==> src/rtl/spi_rom_loader_pkg.sv <==
// Shared command codes and FSM state encoding for the SPI ROM download writer.
package spi_rom_loader_pkg;

  localparam logic [7:0] CMD_FILE_TX     = 8'h53;
  localparam logic [7:0] CMD_FILE_TX_DAT = 8'h54;
  localparam logic [7:0] CMD_FILE_INDEX  = 8'h55;
  localparam logic [7:0] TX_START        = 8'hFF;
  localparam logic [7:0] TX_END          = 8'h00;

  typedef enum logic [2:0] {
    ST_IDLE    = 3'd0,
    ST_CMD     = 3'd1,
    ST_TX_ARG  = 3'd2,
    ST_IDX_ARG = 3'd3,
    ST_DATA    = 3'd4,
    ST_SKIP    = 3'd5
  } state_t;

endpackage

==> src/rtl/spi_byte_rx.sv <==
// Oversampling SPI byte receiver: synchronises SCK/SS/DI into clk_sys and assembles MSB-first bytes.
module spi_byte_rx (
  input  logic       clk_sys,
  input  logic       reset,
  input  logic       sck_i,
  input  logic       ss_n_i,
  input  logic       di_i,
  output logic [7:0] byte_o,
  output logic       byte_valid_o,
  output logic       frame_active_o
);

  logic [1:0] sck_sync_q;
  logic [1:0] ss_sync_q;
  logic [1:0] di_sync_q;
  logic       sck_prev_q;
  logic [2:0] bit_cnt_q;
  logic [7:0] shift_q;
  logic       byte_valid_q;
  logic       sck_rise;

  assign sck_rise = sck_sync_q[1] & ~sck_prev_q;

  always_ff @(posedge clk_sys) begin
    if (reset) begin
      sck_sync_q   <= 2'b00;
      ss_sync_q    <= 2'b11;  // deselected, so no frame is seen while the sync chain refills
      di_sync_q    <= 2'b00;
      sck_prev_q   <= 1'b0;
      bit_cnt_q    <= 3'd0;
      shift_q      <= 8'h00;
      byte_valid_q <= 1'b0;
    end else begin
      sck_sync_q   <= {sck_sync_q[0], sck_i};
      ss_sync_q    <= {ss_sync_q[0], ss_n_i};
      di_sync_q    <= {di_sync_q[0], di_i};
      sck_prev_q   <= sck_sync_q[1];
      byte_valid_q <= 1'b0;
      if (ss_sync_q[1]) begin
        bit_cnt_q <= 3'd0;
      end else if (sck_rise) begin
        shift_q      <= {shift_q[6:0], di_sync_q[1]};
        bit_cnt_q    <= bit_cnt_q + 3'd1;
        byte_valid_q <= (bit_cnt_q == 3'd7);
      end
    end
  end

  assign byte_o         = shift_q;
  assign byte_valid_o   = byte_valid_q;
  assign frame_active_o = ~ss_sync_q[1];

endmodule

==> src/rtl/spi_rom_loader.sv <==
// ROM download writer: decodes SS2 file-transfer frames into dn_* byte writes.
// Optional ROM_CHECKSUM_EN adds the dn_csum XOR checksum port.
// Strobe semantics: dn_wr is a single-cycle write with dn_addr/dn_data valid; no back-pressure.
module spi_rom_loader
  import spi_rom_loader_pkg::*;
#(
  parameter int                 ADDR_W     = 16,
  parameter logic [ADDR_W-1:0]  START_ADDR = '0
) (
  input  logic              clk_sys,
  input  logic              reset,
  input  logic              SPI_SCK,
  input  logic              SPI_SS2,
  input  logic              SPI_DI,
  output logic [ADDR_W-1:0] dn_addr,
  output logic [7:0]        dn_data,
  output logic              dn_wr,
  output logic              dn_ld,
  output logic [7:0]        dn_index,
`ifdef ROM_CHECKSUM_EN
  output logic [7:0]        dn_csum,
`endif
  output state_t            dbg_state
);

  localparam logic [ADDR_W-1:0] ADDR_ONE = 1;

  logic [7:0]        rx_byte;
  logic              rx_valid;
  logic              frame_active;

  state_t            state_q;
  logic [ADDR_W-1:0] addr_q;
  logic [7:0]        data_q;
  logic              wr_q;
  logic              ld_q;
  logic [7:0]        index_q;
`ifdef ROM_CHECKSUM_EN
  logic [7:0]        csum_q;
`endif

  spi_byte_rx u_rx (
    .clk_sys        (clk_sys),
    .reset          (reset),
    .sck_i          (SPI_SCK),
    .ss_n_i         (SPI_SS2),
    .di_i           (SPI_DI),
    .byte_o         (rx_byte),
    .byte_valid_o   (rx_valid),
    .frame_active_o (frame_active)
  );

  always_ff @(posedge clk_sys) begin
    if (reset) begin
      state_q <= ST_IDLE;
      addr_q  <= START_ADDR;
      data_q  <= 8'h00;
      wr_q    <= 1'b0;
      ld_q    <= 1'b0;
      index_q <= 8'h00;
`ifdef ROM_CHECKSUM_EN
      csum_q  <= 8'h00;
`endif
    end else begin
      wr_q <= 1'b0;
      // Address advances the cycle after each strobe; start command below overrides it.
      if (wr_q) addr_q <= addr_q + ADDR_ONE;
      if (!frame_active) begin
        state_q <= ST_IDLE;
      end else begin
        case (state_q)
          ST_IDLE: state_q <= ST_CMD;
          ST_CMD: if (rx_valid) begin
            case (rx_byte)
              CMD_FILE_TX:     state_q <= ST_TX_ARG;
              CMD_FILE_TX_DAT: state_q <= ST_DATA;
              CMD_FILE_INDEX:  state_q <= ST_IDX_ARG;
              default:         state_q <= ST_SKIP;
            endcase
          end
          ST_TX_ARG: if (rx_valid) begin
            if (rx_byte == TX_START) begin
              ld_q   <= 1'b1;
              addr_q <= START_ADDR;
`ifdef ROM_CHECKSUM_EN
              csum_q <= 8'h00;
`endif
            end else if (rx_byte == TX_END) begin
              ld_q <= 1'b0;
            end
            state_q <= ST_SKIP;
          end
          ST_IDX_ARG: if (rx_valid) begin
            if (!ld_q) index_q <= rx_byte;
            state_q <= ST_SKIP;
          end
          ST_DATA: if (rx_valid && ld_q) begin
            data_q <= rx_byte;
            wr_q   <= 1'b1;
`ifdef ROM_CHECKSUM_EN
            csum_q <= csum_q ^ rx_byte;
`endif
          end
          ST_SKIP: state_q <= ST_SKIP;
          default: state_q <= ST_IDLE;
        endcase
      end
    end
  end

  assign dn_addr   = addr_q;
  assign dn_data   = data_q;
  assign dn_wr     = wr_q;
  assign dn_ld     = ld_q;
  assign dn_index  = index_q;
`ifdef ROM_CHECKSUM_EN
  assign dn_csum   = csum_q;
`endif
  assign dbg_state = state_q;

endmodule

==> config.mk <==
export PLATFORM = sky130hd
export DESIGN_NAME = spi_rom_loader
export DESIGN_NICKNAME = d
export VERILOG_FILES = /design/src/rtl/spi_rom_loader_pkg.sv /design/src/rtl/spi_byte_rx.sv /design/src/rtl/spi_rom_loader.sv
export SDC_FILE = /design/constraint.sdc
export NUM_CORES = 1
export LEC_CHECK = 0
export ABC_AREA = 0
export BUFFER_PORTS_ARGS = -buffer_cell sky130_fd_sc_hd__buf_2
export CORE_UTILIZATION = 57
export CTS_CLUSTER_DIAMETER = 60
export DETAILED_ROUTE_END_ITERATION = 10
export PLACE_DENSITY = 0.81
export SYNTH_ARGS = -nofsm -noshare
export SYNTH_HDL_FRONTEND = slang
export SYNTH_HIERARCHICAL = 1
export SYNTH_SLANG_ARGS = --single-unit
==> constraint.sdc <==
create_clock -name clk_sys -period 2.78 [get_ports clk_sys]
set_clock_uncertainty 0.1 [all_clocks]
set_input_delay 0 -clock clk_sys [delete_from_list [all_inputs] [get_ports clk_sys]]
set_output_delay 0 -clock clk_sys [all_outputs]
set_load 0.02 [all_outputs]
Word-level counts from Yosys, hierarchy flattened --
Index checks and enable logic that the tools add are counted.
Storage, ports and cells: flip-flop bits (word level) 56, output and inout port bits 37
Cells by class: reduce and logical (&&, ||, !) cells 13, mux-type cells 12, add/subtract/negate cells 2, eq/ne operators 12, bitwise operators 6
Operators with widths (number):
- 16-bit two-way mux | 5
- 8-bit by 7-bit == test with 1-bit output, second input constant | 3
- 16-bit by 1-bit adder with 16-bit output, second input constant | 1
- 3-bit case mux with 5 select lines | 1
- 3-bit == test, second input constant | 3
- 3-bit case mux with 3 select lines | 1
- 8-bit == test, second input constant | 1
- 8-bit logical NOT | 1
- 4-bit AND reduction | 2
- 3-bit by 2-bit == test with 1-bit output, second input constant | 2
- 3-bit two-way mux | 2
- 3-bit AND reduction | 2
- 3-bit OR reduction | 2
- 1-bit NOT | 5
- 2-bit by 1-bit != test with 1-bit output, second input constant | 2
- 2-bit OR reduction | 2
- 3-bit by 1-bit adder with 3-bit output, second input constant | 1
- 3-bit by 1-bit == test with 1-bit output, second input constant | 1
- 3-bit logical NOT | 1
- 1-bit two-way mux | 3
- 2-bit AND reduction | 1
- 2-bit nonzero test | 1
- 1-bit AND | 1
- 1-bit logical AND | 1

Logic depth before layout (Yosys ltp) --
word-level depth 6, mapped depth 7, gate-level depth less buffers 5

By module --
Netlist, hierarchy kept.
Modules (own cells, without submodules):
- spi_rom_loader | times used 1, area an instance 1640.3 um^2, seq. area each 740.7 um^2, cells an instance 173
- spi_byte_rx | times used 1, area an instance 670.6 um^2, seq. area each 380.4 um^2, cells an instance 67

Least setup slack after synthesis --
Ideal clock, no wire load.
path type reg-to-reg, start point reg state_q[1], in the netlist dbg_state[1], end point reg addr_q[10], in the netlist dn_addr[10], library setup time 0.115 ns, arrival time 1.501 ns, stages on the path, launching flop included 6, slack 1.064 ns, path buffers 1, clock period less this slack 1.716 ns, cells stage by stage dfxtp_1 nand2_2 or4_4 o21ai_4 buf_12 nor2_2
On the way: word-level cells in the longest chain between the ends 3
RTL lines:
- start, declared | RTL line spi_rom_loader.sv:32 | state_t state_q;
- start signal, assigned | RTL line spi_rom_loader.sv:55 | state_q <= ST_IDLE;
- start signal, assigned | RTL line spi_rom_loader.sv:69 | state_q <= ST_IDLE;
- start signal, assigned | RTL line spi_rom_loader.sv:72 | ST_IDLE: state_q <= ST_CMD;
- 3-bit by 2-bit == test with 1-bit output | RTL line spi_rom_loader.sv:71 | case (state_q)
- 16-bit two-way mux | RTL line spi_rom_loader.sv:71
- 16-bit two-way mux | RTL line spi_rom_loader.sv:68 | if (!frame_active) begin
- end signal, assigned | RTL line spi_rom_loader.sv:67 | if (wr_q) addr_q <= addr_q + ADDR_ONE;
- end, declared | RTL line spi_rom_loader.sv:33 | logic [ADDR_W-1:0] addr_q;
Every way passes these cells. A chain may end at the register's enable or synchronous reset.

Worst setup path after layout --
start point reg u_rx.ss_sync_q[1], end point reg addr_q[4], in the netlist dn_addr[4]
On the way: word-level cells in the longest chain between the ends 1
RTL lines:
- start, declared | RTL line spi_byte_rx.sv:14 | logic [1:0] ss_sync_q;
- start signal, assigned | RTL line spi_byte_rx.sv:35 | ss_sync_q <= {ss_sync_q[0], ss_n_i};
- 16-bit two-way mux | RTL line spi_rom_loader.sv:68
Every way passes these cells.

==> flow_summary_export.csv <==
group,metric,value,unit
place,place_hpwl,2830,µm
setup_path,cpPeakStageDelay,0.52,ns
routing,drtIter0Drc,154,
yosys,yosys_warnings,6,
pwr,ir_drop,0.357,mV
global_routing,grt_pass1_wl,6810,µm
die,core-area,3770,µm²
timing,rsz0062_at_grt,"no",
pwr,power.density,484,nW/µm²
timing,tns,0,ns
global_routing,met1_usage,28.4,%
setup_path,cp-end-kind,"register",
yosys,yosysSeqAreaShare,48.5,%
timing,min_period,1.98,ns
global_routing,grt_busiest_layer,"met2",
final_layout,multi_input_area,1100,µm²
global_routing,grt_max_degree,38,
yosys,synthCells,240,
routing,wire_per_inst,12.6,µm
clocking,clkLatencyLatePin,0.31,ns
final_layout,nets,291,
flow_run,maxCapViolCount,0,
place,gp_congestion,0.829,
clocking,clk_pin_slew,0.10,ns
timing,finalCritPeriodShare,71.1,%
pwr,power,1.28,mW
yosys,yosys.area.top_type,"dfxtp_1",
final_layout,fill_cells,278,
timing,fin_hold_ws,0.0774,ns
timing,tightest_slew,0.690,ns
pwr,p_leak,1.02,nW
routing,wl,4170,µm
routing,drtPass1Iterations,4,
setup_path,crit_type,"reg -> reg",
yosys,synth_top_area_share,48.5,%
clocking,clock_path_buffers,2,
setup_path,cpMaxStageDelayCell,"or4_4",
global_routing,grt_remaining_overflow,0,
die,ios,42,
setup_path,required,2.86,ns
yosys,synth_cell_types,42,
die,die_w,65.7,µm
timing,setup_viol,0,
routing,ant_nets,0,
setup_path,crit_chain,"inv_1, inv_2, or4_4, o21ai_4, nor2_1",
yosys,yosysMostFrequentCell,"dfxtp_1",
hold_path,holdCritPathClass,"in -> reg",
routing,route.detailed.drc,0,
clocking,clkSinkCount,56,
final_layout,antenna_cells,0,
yosys,synthArstFlopShare,0,%
clocking,htree_levels,2,
die,start_util,61.3,%
yosys,netlist_area,2310,µm²
global_routing,grt_pass1_vias,1490,
final_layout,drive_gt1_share,25.0,%
timing,slew_viol_final,0,
setup_path,r2r_slack,0.80,ns
yosys,ys.flop_type,"dfxtp_1",
global_routing,grt.met2_usage,31.5,%
setup_path,worstSetupStartpointType,"register",
clocking,cts_buffers,5,
global_routing,antenna_found_initial,0,
place,portBuffers,41,
global_routing,grtUsageTotal,20.6,%
clocking,post-cts-setup-buffer-count,0,
routing,viasPerCell,5.33,
timing,fmax,506,MHz
yosys,syn_nets,248,
run_status,status,"finished, final reports clean",
die,die_y,65.7,µm
final_layout,syn2layout_area_growth,14.3,%
yosys,yosys-top-cells-count,"dfxtp_1 (56), nand2_1 (27), nor2_1 (27)",
yosys,syn_avg_cell_area,9.63,µm²
global_routing,use_met3,4.17,%
yosys,synth_area_leaders,"dfxtp_1 (49%), mux2i_1 (8.2%), nand2_1 (4.4%), nor2_1 (4.4%), xnor2_1 (4.2%)",
yosys,synth_edf_count,0,
setup_path,crit_arrival,2.06,ns
timing,slew_headroom,53.6,%
setup_path,crit_fanout,16,
die,rows,22,
routing,vias,1770,
clocking,cts-root-buf,"clkbuf_8",
final_layout,seqCellArea,1120,µm²
die,design.die.area,4310,µm²
yosys,synth_seq_cells,56,
clocking,cts_tree,"yes",
timing,finalHoldViolCount,0,
-- worst max-delay path: cells and delay by family (launching register included) --
kind	cells	cell delay [ns]
buffers and inverters	2	0.22
AO/OA/AOI/OAI	1	0.51
AND/OR/NAND/NOR	2	0.62
flip-flops	1	0.41
-- routing by layer --
| metal | up-vias | routed length [µm] |
|---|---|---|
| met5 | - | 0 |
| met4 | 0 | 61 |
| met3 | 7 | 231 |
| met2 | 41 | 1900 |
| met1 | 822 | 1970 |
| li1 | 900 | - |
-- per-stage QoR --
stage / setup slack (ns) / area (µm²) / utilization, % / instances
after global routing: 0.697 / 2640 / 70.0 / 332
after detailed placement: 0.832 / 2520 / 66.9 / 321
after floorplan: 1.06 / 2310 / - / 240
after global placement: 0.896 / 2520 / 66.9 / 321
final: 0.802 / 2640 / 70.0 / 332
after CTS: 0.822 / 2640 / 70.0 / 332
-- power breakdown --
group          internal (mW)  switching (mW)  total (mW)
clock                  0.179           0.257       0.436
combinational         0.0113          0.0198      0.0312
sequential             0.806         0.00413       0.811
-- worst paths after layout --
check / start / to / depth (start not counted)
max: u_rx/ss_sync_q[1] / dn_addr[4] / 5
min: reset / dn_index[7] / 2
max reg2reg: u_rx/ss_sync_q[1] / dn_addr[4] / 5
min reg2reg: u_rx/ss_sync_q[0] / u_rx/ss_sync_q[1] / 1
-- flip-flops by register name, summed over array words and instances, names as in the netlist, 2 cells and up --
| register | cells |
|---|---|
| u_rx/ss_sync_q | 2 |
| dbg_state | 3 |
| u_rx/bit_cnt_q | 3 |
| u_rx/byte_o | 8 |
| dn_addr | 16 |
| u_rx/di_sync_q | 2 |
| u_rx/sck_sync_q | 2 |
| dn_index | 8 |
| dn_data | 8 |
-- kinds of logic (layout without fill, tap and decap cells) --
kind of cell / after synthesis / in the layout / share of synthesized area (%)
and+or+nand+nor: 112 / 112 / 26.2
xor gates and xnor gates: 17 / 17 / 6.44
DFF: 56 / 56 / 48.5
AOI/OAI and AO/OA: 18 / 18 / 5.09
muxes: 19 / 19 / 8.23
buffers and inverters: 15 / 59 / 3.95
adders and majority gates: 3 / 3 / 1.62
-- timing repair --
item	in CTS	in global routing
endpoints found under the setup margin	0	0
resized for setup	0	0
hold buffers	3	0
endpoints found under the hold margin	3	0
-- placed cells by master, fill, tap and decap left out, types with 6 or more instances in the layout --
cell	n
nor2_1	27
mux2i_1	19
buf_2	41
xnor2_1	11
nand2_1	27
a21oi_1	9
dfxtp_1	56
xor2_1	6
nor3_1	9
nor2_2	10
-- area by class of cell --
type	instances	area share, %
Sequential cell	56	42.4
Timing Repair Buffer	45	9.19
Tap cell	48	2.27
Multi-Input combinational cell	169	41.8
Clock buffer	5	2.61
Inverter	6	0.853
Clock inverter	3	0.805
Power figures use the tool's default switching activity.
